### src/rtl/idma_channel_scheduler_pkg.sv
// Shared types and helpers for the iDMA channel scheduler.
package idma_channel_scheduler_pkg;

   // Burst request forwarded unchanged from a frontend channel to the backend.
   typedef struct packed {
      logic [31:0] src_addr;
      logic [31:0] dst_addr;
      logic [15:0] length;
   } idma_req_t;

   typedef enum logic [0:0] {
      ST_IDLE,
      ST_ISSUE
   } sched_state_e;

   // Width of a channel index; a single channel still needs one bit.
   function automatic int unsigned chan_id_width(input int unsigned n);
      return (n > 1) ? $clog2(n) : 1;
   endfunction

endpackage

### src/rtl/idma_channel_scheduler_if.sv
// Frontend-channel and backend handshake bundle of the iDMA channel scheduler.
interface idma_channel_scheduler_if #(
   parameter int unsigned NumChannels = 4
);
   import idma_channel_scheduler_pkg::*;

   idma_req_t [NumChannels-1:0] ch_req_i;
   logic      [NumChannels-1:0] ch_valid_i;
   logic      [NumChannels-1:0] ch_ready_o;
   logic      [NumChannels-1:0] ch_done_o;
   logic      [NumChannels-1:0] ch_busy_o;
   logic      [NumChannels-1:0] irq_o;
   logic      [NumChannels-1:0] irq_clr_i;
   idma_req_t                   be_req_o;
   logic                        be_valid_o;
   logic                        be_ready_i;
   logic                        be_rsp_valid_i;
   logic                        err_o;

   // Scheduler side.
   modport slave (
      input  ch_req_i, ch_valid_i, irq_clr_i, be_ready_i, be_rsp_valid_i,
      output ch_ready_o, ch_done_o, ch_busy_o, irq_o, be_req_o, be_valid_o, err_o
   );

   // Frontends/backend side.
   modport master (
      output ch_req_i, ch_valid_i, irq_clr_i, be_ready_i, be_rsp_valid_i,
      input  ch_ready_o, ch_done_o, ch_busy_o, irq_o, be_req_o, be_valid_o, err_o
   );

endinterface

### src/rtl/idma_rr_arbiter.sv
// Round-robin pick: first valid channel at or after the pointer, wrapping to 0.
module idma_rr_arbiter
   import idma_channel_scheduler_pkg::*;
#(
   parameter int unsigned NumChannels = 4,
   parameter int unsigned ChanIdWidth = chan_id_width(NumChannels)
) (
   input  logic [NumChannels-1:0] valid_i,
   input  logic [ChanIdWidth-1:0] ptr_i,
   output logic [NumChannels-1:0] gnt_o,
   output logic [ChanIdWidth-1:0] idx_o,
   output logic                   any_o
);

   logic [ChanIdWidth-1:0] cand;

   // Scan NumChannels candidates starting at the pointer; keep the first valid one.
   always_comb begin
      gnt_o = '0;
      idx_o = '0;
      any_o = 1'b0;
      cand  = '0;
      for (int unsigned k = 0; k < NumChannels; k++) begin
         cand = ChanIdWidth'((32'(ptr_i) + k) % NumChannels);
         if (!any_o && valid_i[cand]) begin
            any_o       = 1'b1;
            gnt_o[cand] = 1'b1;
            idx_o       = cand;
         end
      end
   end

endmodule

### src/rtl/idma_channel_scheduler.sv
// Shares one iDMA backend between NumChannels frontends: round-robin grant,
// registered issue stage, in-order completion tracking, done pulses and sticky IRQs.
// MaxOutstanding must be a power of two (tracker pointers wrap naturally).
module idma_channel_scheduler
   import idma_channel_scheduler_pkg::*;
#(
   parameter int unsigned NumChannels    = 4,
   parameter int unsigned MaxOutstanding = 4
) (
   input logic                     clk_i,
   input logic                     rst_i,
   idma_channel_scheduler_if.slave bus
);

   localparam int unsigned ChanIdWidth = chan_id_width(NumChannels);
   localparam int unsigned PtrWidth    = (MaxOutstanding > 1) ? $clog2(MaxOutstanding) : 1;
   localparam int unsigned CntWidth    = $clog2(MaxOutstanding + 1);

   typedef logic [ChanIdWidth-1:0] chan_idx_t;
   typedef logic [CntWidth-1:0]    cnt_t;
   typedef logic [PtrWidth-1:0]    ptr_t;

   sched_state_e state_q, state_d;
   chan_idx_t    rr_ptr_q, rr_ptr_d;
   idma_req_t    be_req_q, be_req_d;

   chan_idx_t    trk_mem_q [MaxOutstanding];
   chan_idx_t    trk_mem_d [MaxOutstanding];
   ptr_t         trk_wr_q, trk_wr_d;
   ptr_t         trk_rd_q, trk_rd_d;
   cnt_t         trk_cnt_q, trk_cnt_d;

   cnt_t         outstanding_q [NumChannels];
   cnt_t         outstanding_d [NumChannels];
   logic [NumChannels-1:0] irq_q, irq_d;
   logic         err_q, err_d;

   logic [NumChannels-1:0] arb_gnt;
   chan_idx_t    arb_idx;
   logic         arb_any;

   logic         grant;
   logic         trk_full;
   logic         trk_empty;
   logic         trk_pop;
   chan_idx_t    trk_head;
   logic [NumChannels-1:0] done;
   logic [NumChannels-1:0] busy;

   idma_rr_arbiter #(
      .NumChannels (NumChannels),
      .ChanIdWidth (ChanIdWidth)
   ) i_rr_arbiter (
      .valid_i (bus.ch_valid_i),
      .ptr_i   (rr_ptr_q),
      .gnt_o   (arb_gnt),
      .idx_o   (arb_idx),
      .any_o   (arb_any)
   );

   // Full is judged on the registered count, so a same-cycle pop does not free a slot early.
   assign trk_full  = (trk_cnt_q == cnt_t'(MaxOutstanding));
   assign trk_empty = (trk_cnt_q == '0);
   assign trk_pop   = bus.be_rsp_valid_i && !trk_empty;
   assign trk_head  = trk_mem_q[trk_rd_q];

   // Issue FSM: grant in IDLE (latching the winner's request), hold it valid in ISSUE.
   always_comb begin
      state_d  = state_q;
      rr_ptr_d = rr_ptr_q;
      be_req_d = be_req_q;
      grant    = 1'b0;
      case (state_q)
         ST_IDLE: begin
            // Reset gating keeps ch_ready_o low while reset is asserted.
            if (!rst_i && arb_any && !trk_full) begin
               grant    = 1'b1;
               be_req_d = bus.ch_req_i[arb_idx];
               rr_ptr_d = chan_idx_t'((32'(arb_idx) + 1) % NumChannels);
               state_d  = ST_ISSUE;
            end
         end
         ST_ISSUE: begin
            if (bus.be_ready_i) begin
               state_d = ST_IDLE;
            end
         end
         default: state_d = ST_IDLE;
      endcase
   end

   // Completion tracker: push granted channel id, pop the head on each backend completion.
   always_comb begin
      trk_mem_d = trk_mem_q;
      trk_wr_d  = trk_wr_q;
      trk_rd_d  = trk_rd_q;
      trk_cnt_d = trk_cnt_q;
      if (grant) begin
         trk_mem_d[trk_wr_q] = arb_idx;
         trk_wr_d            = trk_wr_q + ptr_t'(1);
      end
      if (trk_pop) begin
         trk_rd_d = trk_rd_q + ptr_t'(1);
      end
      if (grant && !trk_pop) begin
         trk_cnt_d = trk_cnt_q + cnt_t'(1);
      end else if (!grant && trk_pop) begin
         trk_cnt_d = trk_cnt_q - cnt_t'(1);
      end
   end

   // Per-channel done pulses, outstanding counters, sticky IRQs (set beats clear) and error flag.
   always_comb begin
      done          = '0;
      busy          = '0;
      outstanding_d = outstanding_q;
      irq_d         = irq_q;
      err_d         = err_q;
      for (int unsigned c = 0; c < NumChannels; c++) begin
         done[c] = trk_pop && (trk_head == chan_idx_t'(c));
         busy[c] = (outstanding_q[c] != '0);
         if (grant && arb_gnt[c] && !done[c]) begin
            outstanding_d[c] = outstanding_q[c] + cnt_t'(1);
         end else if (!(grant && arb_gnt[c]) && done[c]) begin
            outstanding_d[c] = outstanding_q[c] - cnt_t'(1);
         end
      end
      irq_d = done | (irq_q & ~bus.irq_clr_i);
      if (bus.be_rsp_valid_i && trk_empty) begin
         err_d = 1'b1;
      end
   end

   // State registers; reset discards all in-flight bookkeeping.
   always_ff @(posedge clk_i or posedge rst_i) begin
      if (rst_i) begin
         state_q       <= ST_IDLE;
         rr_ptr_q      <= '0;
         be_req_q      <= '0;
         trk_mem_q     <= '{default: '0};
         trk_wr_q      <= '0;
         trk_rd_q      <= '0;
         trk_cnt_q     <= '0;
         outstanding_q <= '{default: '0};
         irq_q         <= '0;
         err_q         <= 1'b0;
      end else begin
         state_q       <= state_d;
         rr_ptr_q      <= rr_ptr_d;
         be_req_q      <= be_req_d;
         trk_mem_q     <= trk_mem_d;
         trk_wr_q      <= trk_wr_d;
         trk_rd_q      <= trk_rd_d;
         trk_cnt_q     <= trk_cnt_d;
         outstanding_q <= outstanding_d;
         irq_q         <= irq_d;
         err_q         <= err_d;
      end
   end

   assign bus.ch_ready_o = grant ? arb_gnt : '0;
   assign bus.ch_done_o  = done;
   assign bus.ch_busy_o  = busy;
   assign bus.irq_o      = irq_q;
   assign bus.be_req_o   = be_req_q;
   assign bus.be_valid_o = (state_q == ST_ISSUE);
   assign bus.err_o      = err_q;

endmodule

### src/flat_wrapper.sv
// flat-port wrapper written by rule: the top's interface ports become plain ports
module idma_channel_scheduler_flat import idma_channel_scheduler_pkg::*;
#(
   parameter int unsigned NumChannels    = 4,
   parameter int unsigned MaxOutstanding = 4
)
  (clk_i, rst_i, bus_ch_req_i, bus_ch_valid_i, bus_irq_clr_i, bus_be_ready_i, bus_be_rsp_valid_i, bus_ch_ready_o, bus_ch_done_o, bus_ch_busy_o, bus_irq_o, bus_be_req_o, bus_be_valid_o, bus_err_o);
  idma_channel_scheduler_if #(.NumChannels(NumChannels)) bus_i ();
  input logic clk_i;
  input logic rst_i;
  input wire logic [$bits(bus_i.ch_req_i)-1:0] bus_ch_req_i;
  input wire logic [$bits(bus_i.ch_valid_i)-1:0] bus_ch_valid_i;
  input wire logic [$bits(bus_i.irq_clr_i)-1:0] bus_irq_clr_i;
  input wire logic [$bits(bus_i.be_ready_i)-1:0] bus_be_ready_i;
  input wire logic [$bits(bus_i.be_rsp_valid_i)-1:0] bus_be_rsp_valid_i;
  output wire logic [$bits(bus_i.ch_ready_o)-1:0] bus_ch_ready_o;
  output wire logic [$bits(bus_i.ch_done_o)-1:0] bus_ch_done_o;
  output wire logic [$bits(bus_i.ch_busy_o)-1:0] bus_ch_busy_o;
  output wire logic [$bits(bus_i.irq_o)-1:0] bus_irq_o;
  output wire logic [$bits(bus_i.be_req_o)-1:0] bus_be_req_o;
  output wire logic [$bits(bus_i.be_valid_o)-1:0] bus_be_valid_o;
  output wire logic [$bits(bus_i.err_o)-1:0] bus_err_o;
  assign bus_i.ch_req_i = bus_ch_req_i;
  assign bus_i.ch_valid_i = bus_ch_valid_i;
  assign bus_i.irq_clr_i = bus_irq_clr_i;
  assign bus_i.be_ready_i = bus_be_ready_i;
  assign bus_i.be_rsp_valid_i = bus_be_rsp_valid_i;
  assign bus_ch_ready_o = bus_i.ch_ready_o;
  assign bus_ch_done_o = bus_i.ch_done_o;
  assign bus_ch_busy_o = bus_i.ch_busy_o;
  assign bus_irq_o = bus_i.irq_o;
  assign bus_be_req_o = bus_i.be_req_o;
  assign bus_be_valid_o = bus_i.be_valid_o;
  assign bus_err_o = bus_i.err_o;
  idma_channel_scheduler #(.NumChannels(NumChannels), .MaxOutstanding(MaxOutstanding)) u_core (.clk_i(clk_i), .rst_i(rst_i), .bus(bus_i));
endmodule
### config.mk
export PLATFORM = sky130hd
export DESIGN_NAME = idma_channel_scheduler_flat
export DESIGN_NICKNAME = d
export VERILOG_FILES = /design/src/rtl/idma_channel_scheduler_pkg.sv /design/src/rtl/idma_channel_scheduler_if.sv /design/src/rtl/idma_rr_arbiter.sv /design/src/rtl/idma_channel_scheduler.sv /design/src/flat_wrapper.sv
export SDC_FILE = /design/constraint.sdc
export NUM_CORES = 1
export LEC_CHECK = 0
export BUFFER_PORTS_ARGS = -buffer_cell sky130_fd_sc_hd__buf_2
export CAP_MARGIN = 20
export CORE_AREA = 5 5 165 167
export CTS_BUF_LIST = sky130_fd_sc_hd__clkbuf_16
export DETAILED_ROUTE_END_ITERATION = 10
export DIE_AREA = 0 0 170 172
export MAX_ROUTING_LAYER = met4
export SLEW_MARGIN = 20
export SYNTH_ARGS = -nofsm -noshare
export SYNTH_HDL_FRONTEND = slang
export SYNTH_SLANG_ARGS = --single-unit
### constraint.sdc
create_clock -name clk_i -period 4.9 [get_ports clk_i]
set_clock_uncertainty 0.15 [all_clocks]
set_input_delay 0.245 -clock clk_i [delete_from_list [all_inputs] [get_ports clk_i]]
set_output_delay 0.245 -clock clk_i [all_outputs]
set_load 0.05 [all_outputs]
; After elaboration in Yosys (flattened, before gate mapping)
; Index checks and enable logic that the tools add are counted.
[op_classes]
addsub = 16
magnitude_cmp = 12
eq_ne = 4
n_mux = 51
bitwise = 9
n_reduce_logical = 58
[ops]
columns = operator, n
row1 = binary-select mux 80 bit (select 2 bit), 1
row2 = 2-to-1 mux 80 bit, 1
row3 = logical AND 1 bit, 30
row4 = 2-to-1 mux 3 bit, 10
row5 = 2-to-1 mux 4 bit, 5
row6 = zero test 1 bit, 16
row7 = OR 4 bit, 4
row8 = adder 3 x 1 -> 3 bit (second input constant), 5
row9 = < comparator 2 x 3 -> 1 bit (second input constant), 5
row10 = 2-to-1 mux 1 bit, 15
row11 = subtractor 3 x 1 -> 3 bit (second input constant), 5
row12 = 2-to-1 mux 2 bit, 7
row13 = nonzero test 3 bit, 4
row14 = nonzero test 2 bit, 5
row15 = adder 2 x 1 -> 2 bit (second input constant), 4
row16 = binary-select mux 1 bit (select 2 bit), 4
row17 = bitwise mux 8 bit, 1
row18 = demux 1 bit (select 2 bit), 4
row19 = >= comparator 2 x 1 -> 1 bit (second input constant), 4
row20 = >= comparator 3 bit (second input constant), 2
row21 = inverter 2 -> 3 bit, 2
row22 = adder 2 bit (second input constant), 2
row23 = AND 4 bit, 1
row24 = binary-select mux 2 bit (select 2 bit), 1
row25 = 11 further kinds, 12
[word_totals]
regBits = 115
in_bits = 332
out_inout_bits = 98
elab_cells = 168

; Longest topological paths before layout
[depth]
depth_word = 21
depth_mapped = 16
depth_no_buf = 14

; Hierarchy
; Synthesis repeated with hierarchy kept, for this count alone.
[unflattened]
cells_unflattened = 453
hier_area_um2 = 7170.6
[modules_own_cells]
columns = module, instances, cells_each, area_per_inst_um2
row1 = idma_channel_scheduler, 1, 408, 6751.5
row2 = idma_rr_arbiter, 1, 45, 419.2

; Least setup slack after synthesis
; OpenSTA, ideal clock, no wires.
[synth_timing]
path_type = register to register
startpoint = reg u_core.rr_ptr_q[0]
endpoint = reg u_core.outstanding_q[11] (netlist name)
setup_time_ps = 79
arrival_ps = 4322
required_time_ps = 4671
path_slack_ps = 349
path_stages_with_launch = 16
n_path_buf = 2
cell_sequence = dfrtp_1 > buf_2 > inv_1 > ha_1 > buf_4 > mux4_2 > or3_4 > nor2_1 > a221oi_1 > nor2_1 > ha_1 > inv_1 > fa_1 > xor2_1 > nor2_1 > xor2_1
[synth_via]
elab_chain_cells = 20
elab_cells_between_ends = 58
cone_classes = add/sub: 3 / order compare: 8 / mux: 27 / bitwise: 3 / reduce/logical: 17
[synth_rtl]
columns = element, line
row1 = "start, declared", idma_channel_scheduler.sv:24  ; chan_idx_t rr_ptr_q, rr_ptr_d;
row2 = "start signal, assigned", idma_channel_scheduler.sv:149  ; rr_ptr_q <= rr_ptr_d;
row3 = "parallel branches: the longest is 16 deep, another holds < comparator 2 x 3 -> 1 bit", --
row4 = logical AND 1 bit *, "idma_channel_scheduler.sv:122, idma_channel_scheduler.sv:124"
row5 = zero test 1 bit, idma_channel_scheduler.sv:124  ; end else if (!(grant && arb_gnt[c]) && done[c]) begin
row6 = logical AND 1 bit, idma_channel_scheduler.sv:124
row7 = nonzero test 2 bit (no line), --
row8 = "end signal, assigned", idma_channel_scheduler.sv:155  ; outstanding_q <= outstanding_d;
row9 = "end, declared", idma_channel_scheduler.sv:33  ; cnt_t outstanding_q [NumChannels];
; Mark *: on every way between the ends. The select of a mux whose other input is x is not followed.
; A chain may end at the register's enable or synchronous reset.

; Worst setup path after layout
[layout_timing]
startpoint = reg u_core.rr_ptr_q[1]
endpoint = reg u_core.be_req_q (netlist bit u_core.bus.be_req_o[18])
[layout_via]
elab_chain_cells = 15
elab_cells_between_ends = 30
cone_classes = add/sub: 3 / mux: 18 / reduce/logical: 9
[layout_rtl]
columns = element, line
row1 = "parallel branches: the longest is 15 deep, another holds adder 2 x 1 -> 2 bit", --
row2 = "end signal, assigned", idma_channel_scheduler.sv:150  ; be_req_q <= be_req_d;
row3 = "end, declared", idma_channel_scheduler.sv:25  ; idma_req_t be_req_q, be_req_d;
; Several ways; the timed one is not identified. The select of a mux whose other input is x is not followed.

==> results.json <==
{
  "worst_ep_required_time_ns": 5.04,
  "drtIter0Drc": 466,
  "r2r_end": "u_core.bus.be_req_o[18]",
  "cp-start-kind": "register",
  "grt_pass1_vias": 8636,
  "grt_overflow": 0,
  "place_congestion": 0.8841,
  "dieArea_mm2": 0.02924,
  "routed_via_density": 4.826,
  "cts_buffers": 17,
  "grt_start_max_net_pins": 93,
  "initial_core_util_pct": 29.14,
  "synth_fp_nets": 1263,
  "cp_cell_sequence": "inv_1 -> ha_1 -> mux4_2 -> or3_4 -> o22ai_1 -> and3_2 -> buf_12 -> and3_1 -> a311oi_1 -> dlygate4sd3_1",
  "min_delay_path_depth": 3,
  "finalSetupTns_ns": 0,
  "cp.depth": 10,
  "post-route-min-period_ns": 4.604,
  "core_mm2": 0.02562,
  "dr.pass1.iters": 5,
  "max_stage_delay_ns": 0.67,
  "finalMaxSlewViolations": 0,
  "yosysTopAreaCell": "dfrtp_1",
  "worstSetupPathType": "reg -> reg",
  "drt-total-wl_um": 30020,
  "hold_class": "in -> reg",
  "root_buffer": "clkbuf_16",
  "r2r-start": "u_core.rr_ptr_q[1]",
  "grt_first_pass_wirelength_um": 44430,
  "crit_path_top_delay_cell": "and3_2",
  "clkSinkCount": 115,
  "crit_fanout": 41,
  "dp.cells": 1619,
  "antenna_found_initial": 2,
  "finalHoldViolCount": 0,
  "cp_top_family": "simple AND/OR/NAND/NOR gates",
  "fmax_ghz": 0.2172,
  "nets": 1820,
  "finalSetupViolCount": 0,
  "tritoncts": "yes",
  "area_delta_synth_final_pct": 62.48,
  "cts_resized": 0,
  "ys.flop_type": "dfrtp_1",
  "crit_start": "u_core.rr_ptr_q[1]",
  "fin_crit_sh_pct": 93.96,
  "cts_hold_buffers": 163,
  "vias": 8760,
  "synth_area_mm2": 0.007463,
  "ys_seq_area_share_pct": 38.56,
  "cap_violations": 0,
  "grt_setup_unrepaired": "no",
  "clk_pin_slew_worst_paths_ns": 0.07,
  "wl_per_cell_um": 16.54,
  "drive_gt1_share_pct": 36.33,
  "synth_cell_type_count": 42,
  "grt_usage_pct": 19.51,
  "relSlewSlack_pct": 35.01,
  "synth_area_per_cell_um2": 8.211,
  "crit_buf_inv": 3,
  "yosys_warnings": 0,
  "chipWidth_um": 170,
  "reg2reg_depth": 10,
  "numPortBuffers": 429,
  "stdcell_count": 1815,
  "cts.path.max_buffers": 2,
  "power_density_mw_per_mm2": 775.4,
  "cts_setup_buffers": 0,
  "status": "finished clean",
  "hpwl_um": 21360,
  "htreeDepth": 4,
  "yosys-top-cells-area": "dfrtp_1, nand2_1, a311oi_2, and3_1, a311oi_1",
  "synth-seq-cells": 115,
  "synth_edf_count": 0,
  "min_to": "u_core.bus.be_req_o[76]",
  "power_leakage_nw": 6.027,
  "drc": 0,
  "rrSetupSlack_ns": 0.30,
  "die_h_um": 172,
  "synth_top_area_share_pct": 38.56,
  "worstPathArrival_ns": 4.74,
  "async_reset_ff_share_pct": 100.0,
  "synth_cells": 909,
  "row_count": 59,
  "max-vdd-ir-drop_mv": 0.4083,
  "io-pin-count": 430,
  "drtAntennaViolNets": 0,
  "tightest_slew_ns": 0.9749,
  "worstHoldStart": "bus_ch_req_i[156]",
  "end_kind": "register",
  "clk_latency_ns": 0.42
}
-- worst min-delay path, stage by stage --
cell      delay [ns]
buf_2           0.10
nand2_1         0.11
a311oi_2        0.10
-- logic make-up (layout without fill, tap and decap cells) --
kind of cell             count (synthesis)  after routing  share of synthesized area [%]
AO/OA/AOI/OAI                          110            110                          15.09
XOR/XNOR                                19             19                          2.230
adder cells (fa/ha/maj)                 22             22                          4.191
buffers and inverters                   90            659                          5.197
flip-flops                             115            115                          38.56
multiplexers                            28             28                          5.046
other                                    0              2                              0
AND/OR/NAND/NOR                        525            525                          29.69
-- metal layers --
layer	track usage [%]	routed length, um	up-vias	share of wire [%]
met5	-	0	-	0
li1	-	-	4210	-
met2	32.12	14850	365	49
met3	4.115	2058	51	6.9
met4	6.424	765	0	2.5
met1	24.08	12340	4134	41
-- worst max path at each step --
stage,to
floorplan,u_core.outstanding_q[11]
global placement,u_core.outstanding_q[11]
detailed placement,u_core.outstanding_q[2]
CTS,u_core.bus.be_req_o[62]
global route,u_core.bus.be_req_o[18]
finish,u_core.bus.be_req_o[18]
-- metrics by stage --
stage	utilization [%]	instance area, um^2	power (mW)	setup WS, ns	hold slack, ns
floorplan	-	7463	5.895	0.3486	0.1914
global placement	38.55	9874	7.156	1.004	0.2253
detailed placement	38.55	9874	7.221	0.8398	0.2303
CTS	47.32	12120	9.408	0.3841	0.009545
global route	47.34	12130	10.01	0.1383	0.01572
finish	47.34	12130	9.402	0.2962	0.03468
-- report_power, final --
group	leakage (nW)	internal [mW]	switching, mW
registers	1.31	1.46	0.307
clock network	0.300	0.848	0.495
logic	4.42	2.40	3.89
total	6.03	4.71	4.69
-- final cells by class --
type                            count  area, um^2
Antenna cell                        2       5.005
Multi-Input combinational cell    704        4214
Fill cell                        2436       13490
Tap cell                          335       419.2
Inverter                           22       86.33
Sequential cell                   115        2878
Timing Repair Buffer              606        3909
Clock inverter                     14       190.2
Clock buffer                       17       425.4
-- state kept, by name (all words and copies together) (netlist names) --
signal                 cells
u_core.bus.irq_o           4
u_core.trk_wr_q            2
u_core.outstanding_q      12
u_core.bus.err_o           1
u_core.trk_rd_q            2
u_core.bus.be_req_o       80
u_core.trk_cnt_q           3
u_core.rr_ptr_q            2
u_core.trk_mem_q           8
u_core.bus.be_valid_o      1
-- synth_stat cells, types with 2 or more instances --
master / number
nor2_1: 100
or3_1: 6
a22oi_1: 4
xnor2_1: 9
and3_1: 80
fa_1: 5
nor3_1: 3
buf_2: 19
dfrtp_1: 115
a311oi_1: 46
nand2_1: 327
inv_1: 21
mux2i_1: 5
o21ai_0: 8
buf_6: 3
clkbuf_1: 43
a211oi_1: 2
o22ai_1: 2
ha_1: 17
mux2_2: 17
and2_1: 2
mux4_2: 6
a311oi_2: 34
a221oi_1: 4
a21oi_1: 2
xor2_1: 10
nor2b_1: 3
buf_1: 2
-- layout by cell type, fill, tap and decap left out, types with 3 or more instances in the layout --
cell type,count
buf_2,429
nand2_1,327
dlygate4sd3_1,163
dfrtp_1,115
nor2_1,100
and3_1,79
a311oi_1,46
a311oi_2,34
inv_1,22
mux2_2,17
ha_1,17
clkbuf_16,17
buf_4,12
xor2_1,10
xnor2_1,9
o21ai_0,8
mux4_2,6
mux2i_1,5
or3_1,5
fa_1,5
a22oi_1,4
a221oi_1,4
clkinv_4,4
bufinv_16,4
nor2b_1,3
Note: power is estimated with default switching activity, not from simulation.
